## config.mk

```make
export PLATFORM = sky130hd
export DESIGN_NAME = dm_io_bus
export DESIGN_NICKNAME = d
export VERILOG_FILES = /design/src/rtl/dm_io_bus.sv
export SDC_FILE = /design/constraint.sdc
export NUM_CORES = 1
export LEC_CHECK = 0
export BUFFER_PORTS_ARGS = -buffer_cell sky130_fd_sc_hd__buf_2
export CORE_MARGIN = 5
export CORE_UTILIZATION = 53
export CTS_CLUSTER_DIAMETER = 60
export DETAILED_ROUTE_END_ITERATION = 16
export PLACE_DENSITY_LB_ADDON = 0.1
export REMOVE_ABC_BUFFERS = 1
export SETUP_SLACK_MARGIN = 0.5
export SKIP_CTS_REPAIR_TIMING = 1
export SLEW_MARGIN = 20
export SYNTH_ARGS = -nofsm -noshare
export SYNTH_HDL_FRONTEND = slang
export SYNTH_SLANG_ARGS = --single-unit
```

## constraint.sdc

```tcl
create_clock -name clk -period 3.1 [get_ports clk]
set_input_delay 0.31 -clock clk [delete_from_list [all_inputs] [get_ports clk]]
set_output_delay 0.31 -clock clk [all_outputs]
set_load 0.005 [all_outputs]
```

## src/rtl/dm_io_bus.sv

```systemverilog
// dm_io_bus: memory-mapped I/O front end between the core's load/store path and DataMemory.
// Addresses with alures[ADDR_IO_BIT]=0 pass through to DataMemory. Addresses with the bit set
// hit a small register bank: LEDs, synchronised switches, sticky switch-edge flags, and a
// compare/overflow timer that drives a registered irq. Reads are combinational and have no
// side effects. All register state updates on the rising clock edge.
//
// Bus handshake: there is no valid/ready pair. memWr is a single-cycle store strobe that is
// committed at the clock edge where it is high. memRd only qualifies dm_rd; dataRd is valid
// combinationally whenever alures is stable.
module dm_io_bus #(
  parameter int ADDR_IO_BIT = 12,
  parameter int SW_W        = 64,
  parameter int LED_W       = 8,
  parameter int TIMER_W     = 32,
  parameter int SYNC_STAGES = 2
) (
  input  logic               clk,
  input  logic               rst_n,
  input  logic [63:0]        alures,
  input  logic [63:0]        datawr,
  input  logic               memWr,
  input  logic               memRd,
  input  logic [SW_W-1:0]    switchs,
  input  logic [63:0]        dm_rdata,
  output logic [11:0]        dm_addr,
  output logic               dm_wr,
  output logic               dm_rd,
  output logic [63:0]        dataRd,
  output logic [LED_W-1:0]   leds,
  output logic               irq
);

  // Register indices: offset = alures[11:3]; the byte lane bits [2:0] are ignored.
  localparam logic [8:0] IDX_LEDS   = 9'd0;
  localparam logic [8:0] IDX_SWITCH = 9'd1;
  localparam logic [8:0] IDX_SWEDGE = 9'd2;
  localparam logic [8:0] IDX_TIMER  = 9'd3;
  localparam logic [8:0] IDX_TCMP   = 9'd4;
  localparam logic [8:0] IDX_STATUS = 9'd5;
  localparam logic [8:0] IDX_CTRL   = 9'd6;

  logic             io_sel;
  logic [8:0]       reg_idx;
  logic             wr_io;
  logic             wr_leds, wr_swedge, wr_timer, wr_tcmp, wr_status, wr_ctrl;

  logic [LED_W-1:0]   leds_q;
  logic [SW_W-1:0]    sync_q [SYNC_STAGES];
  logic [SW_W-1:0]    sw_prev_q;
  logic [SW_W-1:0]    swedge_q;
  logic [SW_W-1:0]    sw_rise;
  logic [TIMER_W-1:0] timer_q;
  logic [TIMER_W-1:0] tcmp_q;
  logic [1:0]         status_q;
  logic [1:0]         ctrl_q;
  logic               irq_q;

  logic               tmr_match;
  logic               tmr_wrap;
  logic [63:0]        io_rdata;

  // Address bits outside the decoded fields and the upper store-data bits are not needed.
  logic unused_bits;
  assign unused_bits = &{1'b0, alures, datawr};

  assign io_sel  = alures[ADDR_IO_BIT];
  assign reg_idx = alures[11:3];
  assign wr_io   = memWr & io_sel;

  assign wr_leds   = wr_io && (reg_idx == IDX_LEDS);
  assign wr_swedge = wr_io && (reg_idx == IDX_SWEDGE);
  assign wr_timer  = wr_io && (reg_idx == IDX_TIMER);
  assign wr_tcmp   = wr_io && (reg_idx == IDX_TCMP);
  assign wr_status = wr_io && (reg_idx == IDX_STATUS);
  assign wr_ctrl   = wr_io && (reg_idx == IDX_CTRL);

  assign dm_addr = alures[11:0];
  assign dm_wr   = memWr & ~io_sel;
  assign dm_rd   = memRd & ~io_sel;
  assign leds    = leds_q;
  assign irq     = irq_q;

  // Rising edge seen on the last synchroniser stage relative to the previous cycle.
  assign sw_rise = sync_q[SYNC_STAGES-1] & ~sw_prev_q;

  // Timer events are evaluated on the pre-increment count and the current (old) TCMP.
  assign tmr_match = ctrl_q[0] && (timer_q == tcmp_q);
  assign tmr_wrap  = ctrl_q[0] && !wr_timer && (timer_q == {TIMER_W{1'b1}});

  // LED register: plain R/W, truncated store data.
  always_ff @(posedge clk or negedge rst_n) begin
    if (!rst_n) begin
      leds_q <= '0;
    end else if (wr_leds) begin
      leds_q <= datawr[LED_W-1:0];
    end
  end

  // Switch synchroniser chain plus the previous-value register used for edge detection.
  always_ff @(posedge clk or negedge rst_n) begin
    if (!rst_n) begin
      for (int i = 0; i < SYNC_STAGES; i++) sync_q[i] <= '0;
      sw_prev_q <= '0;
    end else begin
      sync_q[0] <= switchs;
      for (int i = 1; i < SYNC_STAGES; i++) sync_q[i] <= sync_q[i-1];
      sw_prev_q <= sync_q[SYNC_STAGES-1];
    end
  end

  // Sticky edge flags: a new rising edge wins over a W1C of the same bit.
  always_ff @(posedge clk or negedge rst_n) begin
    if (!rst_n) begin
      swedge_q <= '0;
    end else begin
      swedge_q <= (swedge_q & ~(wr_swedge ? datawr[SW_W-1:0] : '0)) | sw_rise;
    end
  end

  // Timer counter: a CPU write beats the increment; wraps naturally at the register width.
  always_ff @(posedge clk or negedge rst_n) begin
    if (!rst_n) begin
      timer_q <= '0;
    end else if (wr_timer) begin
      timer_q <= datawr[TIMER_W-1:0];
    end else if (ctrl_q[0]) begin
      timer_q <= timer_q + TIMER_W'(1);
    end
  end

  // Compare value and control register.
  always_ff @(posedge clk or negedge rst_n) begin
    if (!rst_n) begin
      tcmp_q <= '1;
      ctrl_q <= '0;
    end else begin
      if (wr_tcmp) tcmp_q <= datawr[TIMER_W-1:0];
      if (wr_ctrl) ctrl_q <= datawr[1:0];
    end
  end

  // Status flags: hardware set wins over a W1C in the same cycle.
  always_ff @(posedge clk or negedge rst_n) begin
    if (!rst_n) begin
      status_q <= '0;
    end else begin
      status_q <= (status_q & ~(wr_status ? datawr[1:0] : 2'b00)) | {tmr_wrap, tmr_match};
    end
  end

  // Interrupt request, registered from the current flags and enable.
  always_ff @(posedge clk or negedge rst_n) begin
    if (!rst_n) begin
      irq_q <= 1'b0;
    end else begin
      irq_q <= ctrl_q[1] & (status_q[0] | status_q[1]);
    end
  end

  // Combinational read mux: registers zero-extend to 64 bits; unmapped offsets read 0.
  always_comb begin
    io_rdata = '0;
    case (reg_idx)
      IDX_LEDS:   io_rdata[LED_W-1:0]   = leds_q;
      IDX_SWITCH: io_rdata[SW_W-1:0]    = sync_q[SYNC_STAGES-1];
      IDX_SWEDGE: io_rdata[SW_W-1:0]    = swedge_q;
      IDX_TIMER:  io_rdata[TIMER_W-1:0] = timer_q;
      IDX_TCMP:   io_rdata[TIMER_W-1:0] = tcmp_q;
      IDX_STATUS: io_rdata[1:0]         = status_q;
      IDX_CTRL:   io_rdata[1:0]         = ctrl_q;
      default:    io_rdata = '0;
    endcase
    dataRd = io_sel ? io_rdata : dm_rdata;
  end

endmodule
```

; ---- Yosys cells after proc, flatten, opt, wreduce, memory -nomap -nowiden
; Index checks and enable logic that the tools add are counted.
; W data, S select, Z words.
[totals]
ff_bits = 333
input_bits = 260
out_inout_bits = 87
word_cells = 54
[classes]
addsub = 1
n_eq_ne = 8
n_mux = 9
bitwise = 14
n_reduce_logical = 12
[ops]
columns = op, n
row1 = $and A64 B64 Y64, 2
row2 = $mux W64, 2
row3 = $not A64 Y64, 2
row4 = $pmux W24 S4, 1
row5 = $mux W32, 2
row6 = $or A64 B64 Y64, 1
row7 = $pmux W32 S2, 1
row8 = $add A32 B1 Y32 const B, 1
row9 = $eq A32 B32 Y1, 1
row10 = $eq A32 B32 Y1 const B, 1
row11 = $pmux W6 S5, 1
row12 = $eq A9 B3 Y1 const B, 3
row13 = $eq A9 B2 Y1 const B, 2
row14 = $pmux W2 S7, 1
row15 = $eq A9 B1 Y1 const B, 1
row16 = $logic_and A1 B1 Y1, 9
row17 = $logic_not A9 Y1, 1
row18 = $and A1 B1 Y1, 4
row19 = $and A2 B2 Y2, 1
row20 = $mux W2, 1
row21 = $not A2 Y2, 1
row22 = $or A2 B2 Y2, 1
row23 = $reduce_bool A2 Y1, 1
row24 = $logic_not A1 Y1, 1
row25 = 2 further kinds, 2

; ---- Longest topological paths before layout
; Gate-level depths: netlist of run 1.
[logic_depth]
ltp_word = 6
mapped_depth = 8
ltp_nobuf = 6

; ---- Least setup slack after synthesis of run 1
; OpenSTA, ideal clock, no wires.
[synth_path]
kind = input to output
from = in alures[7]
to = out dataRd[48]
arrival_ns = 2.154
t_required_ns = 2.790
slack_ns = 0.636
path_stages = 6
n_path_buf = 1
path_cell_list = or4_4 -> or3_1 -> nor2_1 -> clkbuf_1 -> a22oi_1 -> a21oi_1
[synth_between]
elab_chain_len = 3
elab_cells_between_ends = 4
classes_between = 2 x eq/ne / 2 x mux
[synth_lines]
columns = element, line
row1 = "start, declared", 19  ; input logic [63:0] alures,
row2 = $eq A9 B2 Y1 or $eq A9 B1 Y1 (tied branches), 163  ; case (reg_idx)
row3 = $pmux W32 S2 (*), 163
row4 = $mux W64 (*), 173  ; dataRd = io_sel ? io_rdata : dm_rdata;
row5 = "end, declared", 28  ; output logic [63:0] dataRd,
; Every way passes the cells marked *; elsewhere a longest branch is shown, timed or not.

; ---- Final worst setup path of run 1
[layout_path]
from = in alures[7]
to = out dataRd[63]
; The elaborated chain is that of the path after synthesis.

==> out/results.ini, run 1 <==
[synth]
synth_edf_count = 0
netlist_instances = 1163
synth_sequential_area_ratio_pct = 61.86
async_set_reset_flop_share_out_of_synthesis_pct = 100.0
synth_seq_cells = 333
ys_types = 47
synthesis.yosys.warnings = 0
summed_instance_area_of_the_synthesized_netlist_um2 = 13540
syn_area_per_cell_um2 = 11.64
ys_dominant_reg_cell = sky130_fd_sc_hd__dfrtp_1

[setup_path]
timing.critical_path.cells = buf_2 -> or4_4 -> or3_4 -> nor2_4 -> buf_12 -> a22oi_1 -> a21oi_1 -> buf_2
worstSetupEndpoint = dataRd[63]
cp_data_arrival_time_ps = 2200
critical_path_peak_fanout = 37
regToRegSetupSlack_ps = 820
crit_path_start = alures[7]
critical_path.top_delay_family = simple AND/OR/NAND/NOR gates
worstRegToRegCells = 4
timing.critical_path.slowest_cell_delay_ps = 570
worst-endpoint-required_ps = 2790
timing.setup.critical_path_class = primary input to output port
reg2reg_from = timer_q[9]$_DFFE_PN0P_
slowest_cell_on_the_critical_path = sky130_fd_sc_hd__or4_4
r2r_end = status_q[1]$_DFF_PN0_
critical-path-top-cell-by-count = sky130_fd_sc_hd__buf_2
startpoint_types = primary input
setup_crit_end_kind = output port
worstSetupPathDepth = 8
critical_path_buf_inv_count = 3

[place]
buffer_ports.inserted = 289
gp_routability_congestion = 0.8359
place.detailed.hpwl_um = 23210

[clocking]
cts.sinks = 333
cts.path.max_buffers = 3
clk_pin_slew_worst_paths_ps = 60
ctsHtreeMaxLevel = 2
tritoncts = built
numCtsBuffers = 37
worstSkewPairLatency_ps = 510
cts_root_buf = sky130_fd_sc_hd__clkbuf_16

[power_and_ir_drop]
powerDensity_nw_per_um2 = 574.1
switch_pwr_mw = 2.351
pwr-share-seq_pct = 47.4
p_clk_share_pct = 43.1
combinationalPowerShare_pct = 9.5
ir_worst_vdd_v = 0.0004738
power.share.switching_pct = 23.68
p_leak_nw = 7.906
intPower_mw = 7.575

[routing]
dr_total_vias = 10066
postRouteWirelength_um = 34610
drt-pass1-iter-count = 5
final_antenna_net_count = 0
drt-initial-drc-count = 784
routedWlPerCell_um = 18.47
drt_drc_violations_left = 0
via_per_inst = 5.371

[sta]
finalSetupTns_ps = 0
rsz0062_at_grt = no
worst_clock_skew_ps = 10.43
holdWs_ps = 37.11
slew_viol_final = 0
final.period_utilization_pct = 80.94
fmaxAchievable_ghz = 0.3985
post-route-min-period_ps = 2509
timing_hold_violations_final = 0
max_slew.worst_pin.slew_ps = 884.6
report.final.setup_viol = 0
relSlewSlack_pct = 40.57

[grt]
grt_pass1_vias = 9843
first_pass_grt_wire_length_um = 53100
grt_max_degree = 108
antenna_found_initial = 4
overflow_left_after_global_routing = 0
grt.total_usage_pct = 23.28

[floorplanning]
fp.dieArea_um2 = 28840
die_x_um = 169.8
floorplan.rows = 58
initial_core_utilization_pct = 53.75
pin_count = 347
coreArea_um2 = 25180
floorplan.die.height_um = 169.8

[finish]
areaGrowthSynthToFinish_pct = 27.73
layout-drive-gt1-share_pct = 31.80
design.final.nets = 1773
mostFrequentLayoutCells = sky130_fd_sc_hd__dfrtp_1, sky130_fd_sc_hd__buf_2, sky130_fd_sc_hd__nand2_1, sky130_fd_sc_hd__inv_1, sky130_fd_sc_hd__a22oi_1
commonest_non_fill_non_tap_cell_in_the_layout = sky130_fd_sc_hd__dfrtp_1

[min_path]
hp-class = primary input to flip-flop

[outcome]
outcome = completed

[flow_run]
maxCapViolations = 0

[area by class of cell]
type                    instances  area (um2)
inverters                      99       371.6
flip-flops and latches        333        8373
repair buffers                382        2432
multi-input cells             659        4478
clock buffers                  53        1079
diodes                          3       7.507
fillers                      1880        7893
clock inverters                15       135.1
well taps                     330       412.9
[worst reg2reg max path, delay by kind of cell (launching register included)]
family | cells | cell delay (ps)
DFF | 1 | 500
AOI/OAI and AO/OA | 1 | 270
and+or+nand+nor | 3 | 1400
[cell families (layout without fill, tap and decap cells)]
group                    after synthesis  in the layout  share of synthesized area, %
adder cells (fa/ha/maj)                1              1                       0.09242
multiplexers                          75             75                         6.674
XOR/XNOR                              63             63                         4.077
buffers and inverters                171            549                         5.324
AO/OA/AOI/OAI                        261            261                         13.13
AND/OR/NAND/NOR                      259            259                         8.847
other                                  0              3                             0
flip-flops                           333            333                         61.86
[layer usage]
| layer | vias up | share of wire [%] | GRT usage (%) |
|---|---|---|---|
| met1 | 4968 | 43 | 33.10 |
| li1 | 4723 | - | - |
| met2 | 307 | 48 | 36.92 |
| met3 | 64 | 6.3 | 4.228 |
| met4 | 4 | 2.5 | 7.385 |
| met5 | - | 0.072 | 0 |
[cell usage after synthesis, types with 2 or more instances]
| library cell | instances | area [um2] |
|---|---|---|
| sky130_fd_sc_hd__dfrtp_1 | 301 | 7532 |
| sky130_fd_sc_hd__nand2_1 | 110 | 412.9 |
| sky130_fd_sc_hd__inv_1 | 99 | 371.6 |
| sky130_fd_sc_hd__nor2_1 | 69 | 259.0 |
| sky130_fd_sc_hd__a22oi_1 | 67 | 503.0 |
| sky130_fd_sc_hd__a22o_1 | 64 | 560.5 |
| sky130_fd_sc_hd__mux2_2 | 62 | 698.2 |
| sky130_fd_sc_hd__a21oi_1 | 59 | 295.3 |
| sky130_fd_sc_hd__clkbuf_1 | 44 | 165.2 |
| sky130_fd_sc_hd__xnor2_1 | 35 | 306.5 |
| sky130_fd_sc_hd__dfstp_2 | 32 | 840.8 |
| sky130_fd_sc_hd__o21ai_0 | 32 | 160.2 |
| sky130_fd_sc_hd__o22ai_1 | 29 | 181.4 |
| sky130_fd_sc_hd__xor2_1 | 28 | 245.2 |
| sky130_fd_sc_hd__nand3_1 | 16 | 80.08 |
| sky130_fd_sc_hd__nand4_1 | 13 | 81.33 |
| sky130_fd_sc_hd__nor4_1 | 13 | 81.33 |
| sky130_fd_sc_hd__buf_4 | 12 | 90.09 |
| sky130_fd_sc_hd__buf_2 | 9 | 45.04 |
| sky130_fd_sc_hd__nor3_1 | 8 | 40.04 |
| sky130_fd_sc_hd__mux2i_1 | 7 | 70.07 |
| sky130_fd_sc_hd__and3_1 | 6 | 37.54 |
| sky130_fd_sc_hd__mux4_2 | 6 | 135.1 |
| sky130_fd_sc_hd__nor2b_1 | 5 | 31.28 |
| sky130_fd_sc_hd__buf_1 | 4 | 15.01 |
| sky130_fd_sc_hd__and4_1 | 3 | 26.28 |
| sky130_fd_sc_hd__buf_6 | 3 | 33.78 |
| sky130_fd_sc_hd__or2_2 | 3 | 18.77 |
| sky130_fd_sc_hd__nand2b_1 | 2 | 12.51 |
| sky130_fd_sc_hd__o21ai_1 | 2 | 10.01 |
| sky130_fd_sc_hd__o31ai_1 | 2 | 15.01 |
| sky130_fd_sc_hd__o32ai_1 | 2 | 17.52 |
| sky130_fd_sc_hd__or4_1 | 2 | 15.01 |
[power groups by stage]
stage	registers, mW	logic, mW	clock network [mW]
after global placement	4.76	0.855	0
after CTS	4.70	0.875	4.39
after floorplan	4.73	0.408	0
after detailed placement	4.77	0.868	0
after global routing	4.72	1.06	4.57
final	4.70	0.944	4.28
[worst min-delay path by stage]
stage | startpoint | to | cells past startpoint
finish | datawr[13] | timer_q[13]$_DFFE_PN0P_ | 3
CTS | rst_n | swedge_q[7]$_DFF_PN0_ | 1
global route | datawr[18] | timer_q[18]$_DFFE_PN0P_ | 3
global placement | sync_q[105]$_DFF_PN0_ | sync_q[41]$_DFF_PN0_ | 0
detailed placement | sync_q[79]$_DFF_PN0_ | sync_q[15]$_DFF_PN0_ | 0
floorplan | rst_n | ctrl_q[0]$_DFFE_PN0P_ | 0
[registers in the layout (all words and copies together) (netlist names)]
| register | flops |
|---|---|
| sync_q | 128 |
| sw_prev_q | 64 |
| swedge_q | 64 |
| tcmp_q | 32 |
| timer_q | 32 |
| leds | 8 |
| ctrl_q | 2 |
| status_q | 2 |
| irq | 1 |
[per-stage QoR]
step                      total power [mW]  utilization (%)  worst slack (ps)  std cells  cell area, um2
after global routing                 10.35            68.65             500.9       1873           17290
after CTS                            9.964            65.99             478.1       1806           16620
final                                9.925            68.66             590.9       1874           17290
after floorplan                      5.133                -            -724.0       1091           13190
after detailed placement             5.641            61.17             366.1       1738           15400
after global placement               5.617            61.17             388.6       1738           15400
(Power assumes the default switching activity.)
==> run 2, diff against run 1 <==
==> constraint.sdc (replaced) <==
create_clock -name clk -period 2.5 [get_ports clk]
set_input_delay 0.25 -clock clk [delete_from_list [all_inputs] [get_ports clk]]
set_output_delay 0.25 -clock clk [all_outputs]
set_load 0.005 [all_outputs]
==> run 2 against run 1 <==
Compared with the run above: the flow now finishes with violations (negative hold slack); global-route usage grew 0.31 points; core utilization is 3.5 points higher; critical path depth is 1 higher; combinational power increased by 60%; sequential share of layout area down 2.3 points; via count increased by 3.2%; flip-flop and latch count unchanged; largest power group unchanged; highest routed layer is now met4.
==> out/results.ini, run 2 (synthesis results as in run 1) <==
[grt]
first_pass_grt_wire_length_um = 54160  ; +2.0%
antenna_found_initial = 1  ; -3
grt_max_degree = 108  ; unchanged
grt_pass1_vias = 10047  ; +2.1%
grt.total_usage_pct = 23.59  ; +0.31 points
overflow_left_after_global_routing = 0  ; unchanged

[min_path]
hp-class = primary input to flip-flop
hold_start = datawr[19]

[clocking]
numCtsBuffers = 37  ; unchanged
tritoncts = built
clk_pin_slew_worst_paths_ps = 50  ; about the same
cts.path.max_buffers = 3  ; unchanged
cts_root_buf = sky130_fd_sc_hd__clkbuf_16
cts.sinks = 333  ; unchanged
ctsHtreeMaxLevel = 2  ; unchanged
worstSkewPairLatency_ps = 520  ; about the same

[sta]
holdWs_ps = -15.96  ; -53.07 ps
final.setup.worst_slack_ps = 80.82  ; -510.1 ps
rsz0062_at_grt = yes
timing_hold_violations_final = 11  ; +11
slew_viol_final = 0  ; unchanged
final.period_utilization_pct = 96.77
max_slew.worst_pin.slew_ps = 725.0  ; -159.6 ps
fmaxAchievable_ghz = 0.4134
relSlewSlack_pct = 51.67  ; +11 points
finalSetupTns_ps = 0  ; unchanged
report.final.setup_viol = 0  ; unchanged
worst_clock_skew_ps = 14.68  ; +4.252 ps
post-route-min-period_ps = 2419

[place]
gp_routability_congestion = 0.8365  ; about the same
buffer_ports.inserted = 289  ; unchanged
dpl.cell_count = 1758  ; +1.2%
placement.cell_area_um2 = 15590  ; +1.2%
place.detailed.hpwl_um = 23920  ; +3.1%
dp_worst_setup_slack_ps = 9.543  ; -356.5 ps

[outcome]
outcome = finished, violations left
failed_checks = negative hold slack

[floorplanning]
die_x_um = 169.8  ; unchanged
floorplan.rows = 58  ; unchanged
initial_core_utilization_pct = 53.75  ; unchanged
coreArea_um2 = 25180  ; unchanged
pin_count = 347  ; unchanged
fp.dieArea_um2 = 28840  ; unchanged
floorplan.die.height_um = 169.8  ; unchanged

[setup_path]
setup_crit_end_kind = output port
startpoint_types = primary input
cp_data_arrival_time_ps = 2170  ; -30 ps
critical_path_peak_fanout = 9  ; -76%
timing.critical_path.cells = buf_6 -> or4_4 -> or3_4 -> nor2_4 -> buf_12 -> clkbuf_16 -> a22oi_1 -> a21oi_1 -> buf_2
slowest_cell_on_the_critical_path = sky130_fd_sc_hd__or4_4
timing.setup.critical_path_class = primary input to output port
critical_path.top_delay_family = simple AND/OR/NAND/NOR gates
reg2reg_from = timer_q[17]$_DFFE_PN0P_
timing.critical_path.slowest_cell_delay_ps = 570  ; about the same
critical_path_buf_inv_count = 4  ; +1
worst-endpoint-required_ps = 2250  ; -540 ps
crit_path_start = alures[7]

[routing]
via_per_inst = 5.381  ; +0.19%
detailroute.wirelength.met3_um = 2112  ; -3.7%
routedWlPerCell_um = 18.94  ; +2.6%
m1WireLength_um = 16100  ; +8.5%
highest_layer = met4
drt_drc_violations_left = 0  ; unchanged
dr_total_vias = 10386  ; +3.2%
drt-pass1-iter-count = 5  ; unchanged
postRouteWirelength_um = 36560  ; +5.6%
final_antenna_net_count = 0  ; unchanged
wl_met2_um = 17450  ; +4.5%
drt-initial-drc-count = 758  ; -3.3%

[finish]
mostFrequentLayoutCells = sky130_fd_sc_hd__dfrtp_1, sky130_fd_sc_hd__buf_2, sky130_fd_sc_hd__nand2_1, sky130_fd_sc_hd__inv_1, sky130_fd_sc_hd__dlygate4sd3_1
commonest_non_fill_non_tap_cell_in_the_layout = sky130_fd_sc_hd__dfrtp_1
top_regs = sync_q: 128 flops, sw_prev_q: 64 flops, swedge_q: 64 flops
areaGrowthSynthToFinish_pct = 34.29
design.final.nets = 1831  ; +3.3%
layout.cells.non_filler = 1930  ; +3.0%
largest_register_ffs = 128  ; unchanged
layout-drive-gt1-share_pct = 36.42  ; +4.6 points
postLayoutCoreUtil_pct = 72.18  ; +3.5 points
regMostFlops = sync_q
stdcell_area_um2 = 18180  ; +5.1%

[power_and_ir_drop]
p_leak_nw = 8.237  ; +4.2%
ir_worst_vdd_v = 0.0005878  ; +24%
powerDensity_nw_per_um2 = 693.9  ; +21%

[flow_run]
maxCapViolations = 0  ; unchanged

-- run 2: final cells by class --
| cell class | instances | area (um2) |
|---|---|---|
| antenna | 2 | 5.005 |
| clock buffer | 52 | 1055 |
| clock inverter | 15 | 137.6 |
| fill | 1786 | 7005 |
| inverter | 99 | 371.6 |
| multi-input combinational | 659 | 4728 |
| sequential | 333 | 8384 |
| tap | 330 | 412.9 |
| timing repair buffer | 440 | 3082 |
-- run 2: where the power goes --
part | switching, mW | internal [mW] | leakage [nW]
sequential | 0.185 | 5.64 | 3.59
combinational | 0.816 | 0.695 | 4.06
clock | 2.11 | 3.17 | 0.592
total | 3.11 | 9.50 | 8.24
-- run 2: worst register-to-register path, stage by stage, from the launching register on --
cell and delay, ps:
sky130_fd_sc_hd__dfrtp_2 390, sky130_fd_sc_hd__buf_6 110, sky130_fd_sc_hd__nand3_2 70, sky130_fd_sc_hd__or4_4 570, sky130_fd_sc_hd__or4_4 530, sky130_fd_sc_hd__xor2_1 160
sky130_fd_sc_hd__o21ai_1 130
-- run 2: final timing paths --
check                           depth (start not counted)                       to  slack, ps
min in group asynchronous                               2     sync_q[71]$_DFF_PN0_        340
worst min register to register                          0     sync_q[27]$_DFF_PN0_        350
worst max register to register                          6  timer_q[28]$_DFFE_PN0P_        460
max in group asynchronous                               3   tcmp_q[16]$_DFFE_PN1P_       1370
worst min-delay path                                    3  timer_q[19]$_DFFE_PN0P_        -20
worst max-delay path                                    9               dataRd[63]         80
-- run 2: metal layers --
metal / global-route usage (%) / up-vias
met5: 0 / -
li1: - / 4837
met1: 33.78 / 5155
met4: 7.420 / 0
met2: 37.32 / 331
met3: 4.065 / 63
-- run 2: through the flow --
step / hold slack [ps] / power, mW
2_1_floorplan: -45.59 / 6.365
3_3_place_gp: 316.9 / 7.028
3_5_place_dp: 317.5 / 7.059
4_1_cts: -224.3 / 12.35
5_1_grt: 0.3833 / 13.13
6_report: -15.96 / 12.61
==> run 3, diff against run 2 <==
--- a/config.mk
+++ b/config.mk
@@ -5,11 +5,11 @@
 export SDC_FILE = /design/constraint.sdc
 export NUM_CORES = 1
 export LEC_CHECK = 0
-export BUFFER_PORTS_ARGS = -buffer_cell sky130_fd_sc_hd__buf_2
 export CORE_MARGIN = 5
-export CORE_UTILIZATION = 53
+export CORE_UTILIZATION = 57
 export CTS_CLUSTER_DIAMETER = 60
 export DETAILED_ROUTE_END_ITERATION = 16
+export DONT_BUFFER_PORTS = 1
 export PLACE_DENSITY_LB_ADDON = 0.1
 export REMOVE_ABC_BUFFERS = 1
 export SETUP_SLACK_MARGIN = 0.5
==> run 3 against run 2 <==
Compared with the run above: worst setup slack gained 150 ps; non-clock buffer count decreased by 217; largest power group unchanged; largest cell class unchanged; the flow still finishes with violations (negative hold slack); power decreased by 1.6%; global-route usage shrank 0.13 points; critical path type unchanged.
==> out/results.ini, run 3 (synthesis results as in run 1) <==
[outcome]
outcome = finished, violations left
failed_checks = negative hold slack

[routing]
final_antenna_net_count = 0  ; unchanged
drt_drc_violations_left = 0  ; unchanged
via_per_inst = 5.666  ; +5.3%
drt-initial-drc-count = 730  ; -3.7%
postRouteWirelength_um = 35160  ; -3.8%
dr_total_vias = 9616  ; -7.4%
routedWlPerCell_um = 20.72  ; +9.4%
drt-pass1-iter-count = 5  ; unchanged

[place]
place.detailed.hpwl_um = 20810  ; -13%
gp_routability_congestion = 0.8270  ; -1.1%
buffer_ports.inserted = 0  ; -100%
dp_worst_setup_slack_ps = 152.9  ; +143.3 ps
placement.cell_area_um2 = 14050  ; -9.9%

[grt]
grt.total_usage_pct = 23.46  ; -0.13 points
grt_max_degree = 334  ; +210%
overflow_left_after_global_routing = 0  ; unchanged
antenna_found_initial = 2  ; +1
first_pass_grt_wire_length_um = 49450  ; -8.7%
grt_pass1_vias = 8936  ; -11%

[sta]
final.setup.worst_slack_ps = 235.1  ; +154.3 ps
rsz0062_at_grt = yes
post-route-min-period_ps = 2265  ; -154.3 ps
slew_viol_final = 0  ; unchanged
relSlewSlack_pct = 37.36  ; -14 points
worst_clock_skew_ps = 19.26  ; +4.577 ps
timing_hold_violations_final = 333  ; +322
max_slew.worst_pin.slew_ps = 939.6  ; +214.6 ps
holdWs_ps = -561.6  ; -545.6 ps
fmaxAchievable_ghz = 0.4415  ; +6.8%
report.final.setup_viol = 0  ; unchanged
final.period_utilization_pct = 90.60  ; -6.2 points

[finish]
fill_cells = 1585  ; -11%
mostFrequentLayoutCells = sky130_fd_sc_hd__dfrtp_1, sky130_fd_sc_hd__dlygate4sd3_1, sky130_fd_sc_hd__nand2_1, sky130_fd_sc_hd__inv_1, sky130_fd_sc_hd__buf_4
top_regs = sync_q: 128 flops, sw_prev_q: 64 flops, swedge_q: 64 flops
largest_register_ffs = 128  ; unchanged
layout-drive-gt1-share_pct = 24.55  ; -12 points
area.sequential_um2 = 8391  ; about the same
stdcell_area_um2 = 17390  ; -4.3%
multi_input_comb_area_um2 = 4815  ; +1.8%
regMostFlops = sync_q
areaGrowthSynthToFinish_pct = 28.49
design.final.nets = 1613  ; -12%
commonest_non_fill_non_tap_cell_in_the_layout = sky130_fd_sc_hd__dfrtp_1

[clocking]
tritoncts = built
clk_pin_slew_worst_paths_ps = 60  ; about the same
numCtsBuffers = 36  ; -2.7%
worstSkewPairLatency_ps = 520  ; about the same
cts_root_buf = sky130_fd_sc_hd__clkbuf_16
cts.path.max_buffers = 3  ; unchanged
cts.sinks = 333  ; unchanged
ctsHtreeMaxLevel = 2  ; unchanged

[floorplanning]
floorplan.rows = 56  ; -3.4%
floorplan.die.height_um = 164.1  ; -3.4%
initial_core_utilization_pct = 57.84  ; +4.1 points
die_x_um = 164.1  ; -3.4%
fp.dieArea_um2 = 26930  ; -6.6%
coreArea_um2 = 23400  ; -7.1%
pin_count = 347  ; unchanged

[setup_path]
r2r_end = timer_q[28]$_DFFE_PN0P_
critical_path_peak_fanout = 6  ; -3
setup_crit_end_kind = output port
worst-endpoint-required_ps = 2250  ; about the same
regToRegSetupSlack_ps = 390  ; -70 ps
startpoint_types = primary input
cp_data_arrival_time_ps = 2010  ; -160 ps
timing.setup.critical_path_class = primary input to output port
worstRegToRegCells = 6  ; unchanged
reg2reg_from = timer_q[0]$_DFFE_PN0P_

[power_and_ir_drop]
ir_worst_vdd_v = 0.0006361  ; +8.2%
total_power_mw = 12.41  ; -1.6%
p_leak_nw = 7.357  ; -11%
powerDensity_nw_per_um2 = 713.7  ; +2.9%

[flow_run]
maxCapViolations = 0  ; unchanged

[min_path]
hp-class = primary input to async pin

run 3: changes by cell type in the layout (fill, tap and decap cells not counted), sizes merged, moves of 2 or more:
| cell | delta |
|---|---|
| buf | -271 |
| dlygate4sd3 | +54 |
| clkinv | -2 |
| inv | -2 |
run 3: worst max-delay path, cell delays in order:
cell and delay, ps:
sky130_fd_sc_hd__or4_4 550, sky130_fd_sc_hd__or3_4 400, sky130_fd_sc_hd__nor2_4 140, sky130_fd_sc_hd__buf_12 150, sky130_fd_sc_hd__buf_12 110, sky130_fd_sc_hd__a22oi_1 90
sky130_fd_sc_hd__o22ai_1 170, sky130_fd_sc_hd__buf_4 150
run 3: where the power goes:
group	internal, mW	switching, mW
combinational	0.601	0.627
sequential	5.64	0.181
clock	3.28	2.09
total	9.52	2.90
run 3: worst max-delay path by stage:
stage / start / endpoint / slack [ps] / cells past startpoint
2_1_floorplan: alures[7] / timer_q[10]$_DFFE_PN0P_ / -1260 / 4
3_3_place_gp: alures[7] / tcmp_q[15]$_DFFE_PN1P_ / 180 / 6
3_5_place_dp: alures[7] / tcmp_q[15]$_DFFE_PN1P_ / 150 / 6
4_1_cts: alures[7] / dataRd[31] / 170 / 7
5_1_grt: alures[7] / dataRd[31] / 180 / 8
6_report: alures[7] / dataRd[13] / 240 / 8
run 3: metal layers:
metal / track usage [%] / vias up / routed length, um
li1: - / 4403 / -
met1: 33.80 / 4845 / 15090
met2: 35.20 / 322 / 17160
met3: 6.700 / 44 / 2394
met4: 6.786 / 2 / 503
met5: 0 / - / 13
run 3: cell type report:
type                            instances  share of cell area [%]
Antenna cell                            1                 0.01439
Clock buffer                           53                   6.367
Clock inverter                         10                  0.6619
Inverter                               99                   2.137
Multi-Input combinational cell        659                   27.68
Sequential cell                       333                   48.24
Tap cell                              319                   2.295
Timing Repair Buffer                  223                   12.60
run 3: stage by stage:
stage               setup TNS [ps]  instances  util [%]
finish                           0       1697     74.32
global route                     0       1697     74.32
CTS                              0       1527     65.27
detailed placement               0       1464     60.05
global placement                 0       1464     60.05
floorplan                  -116960       1091         -
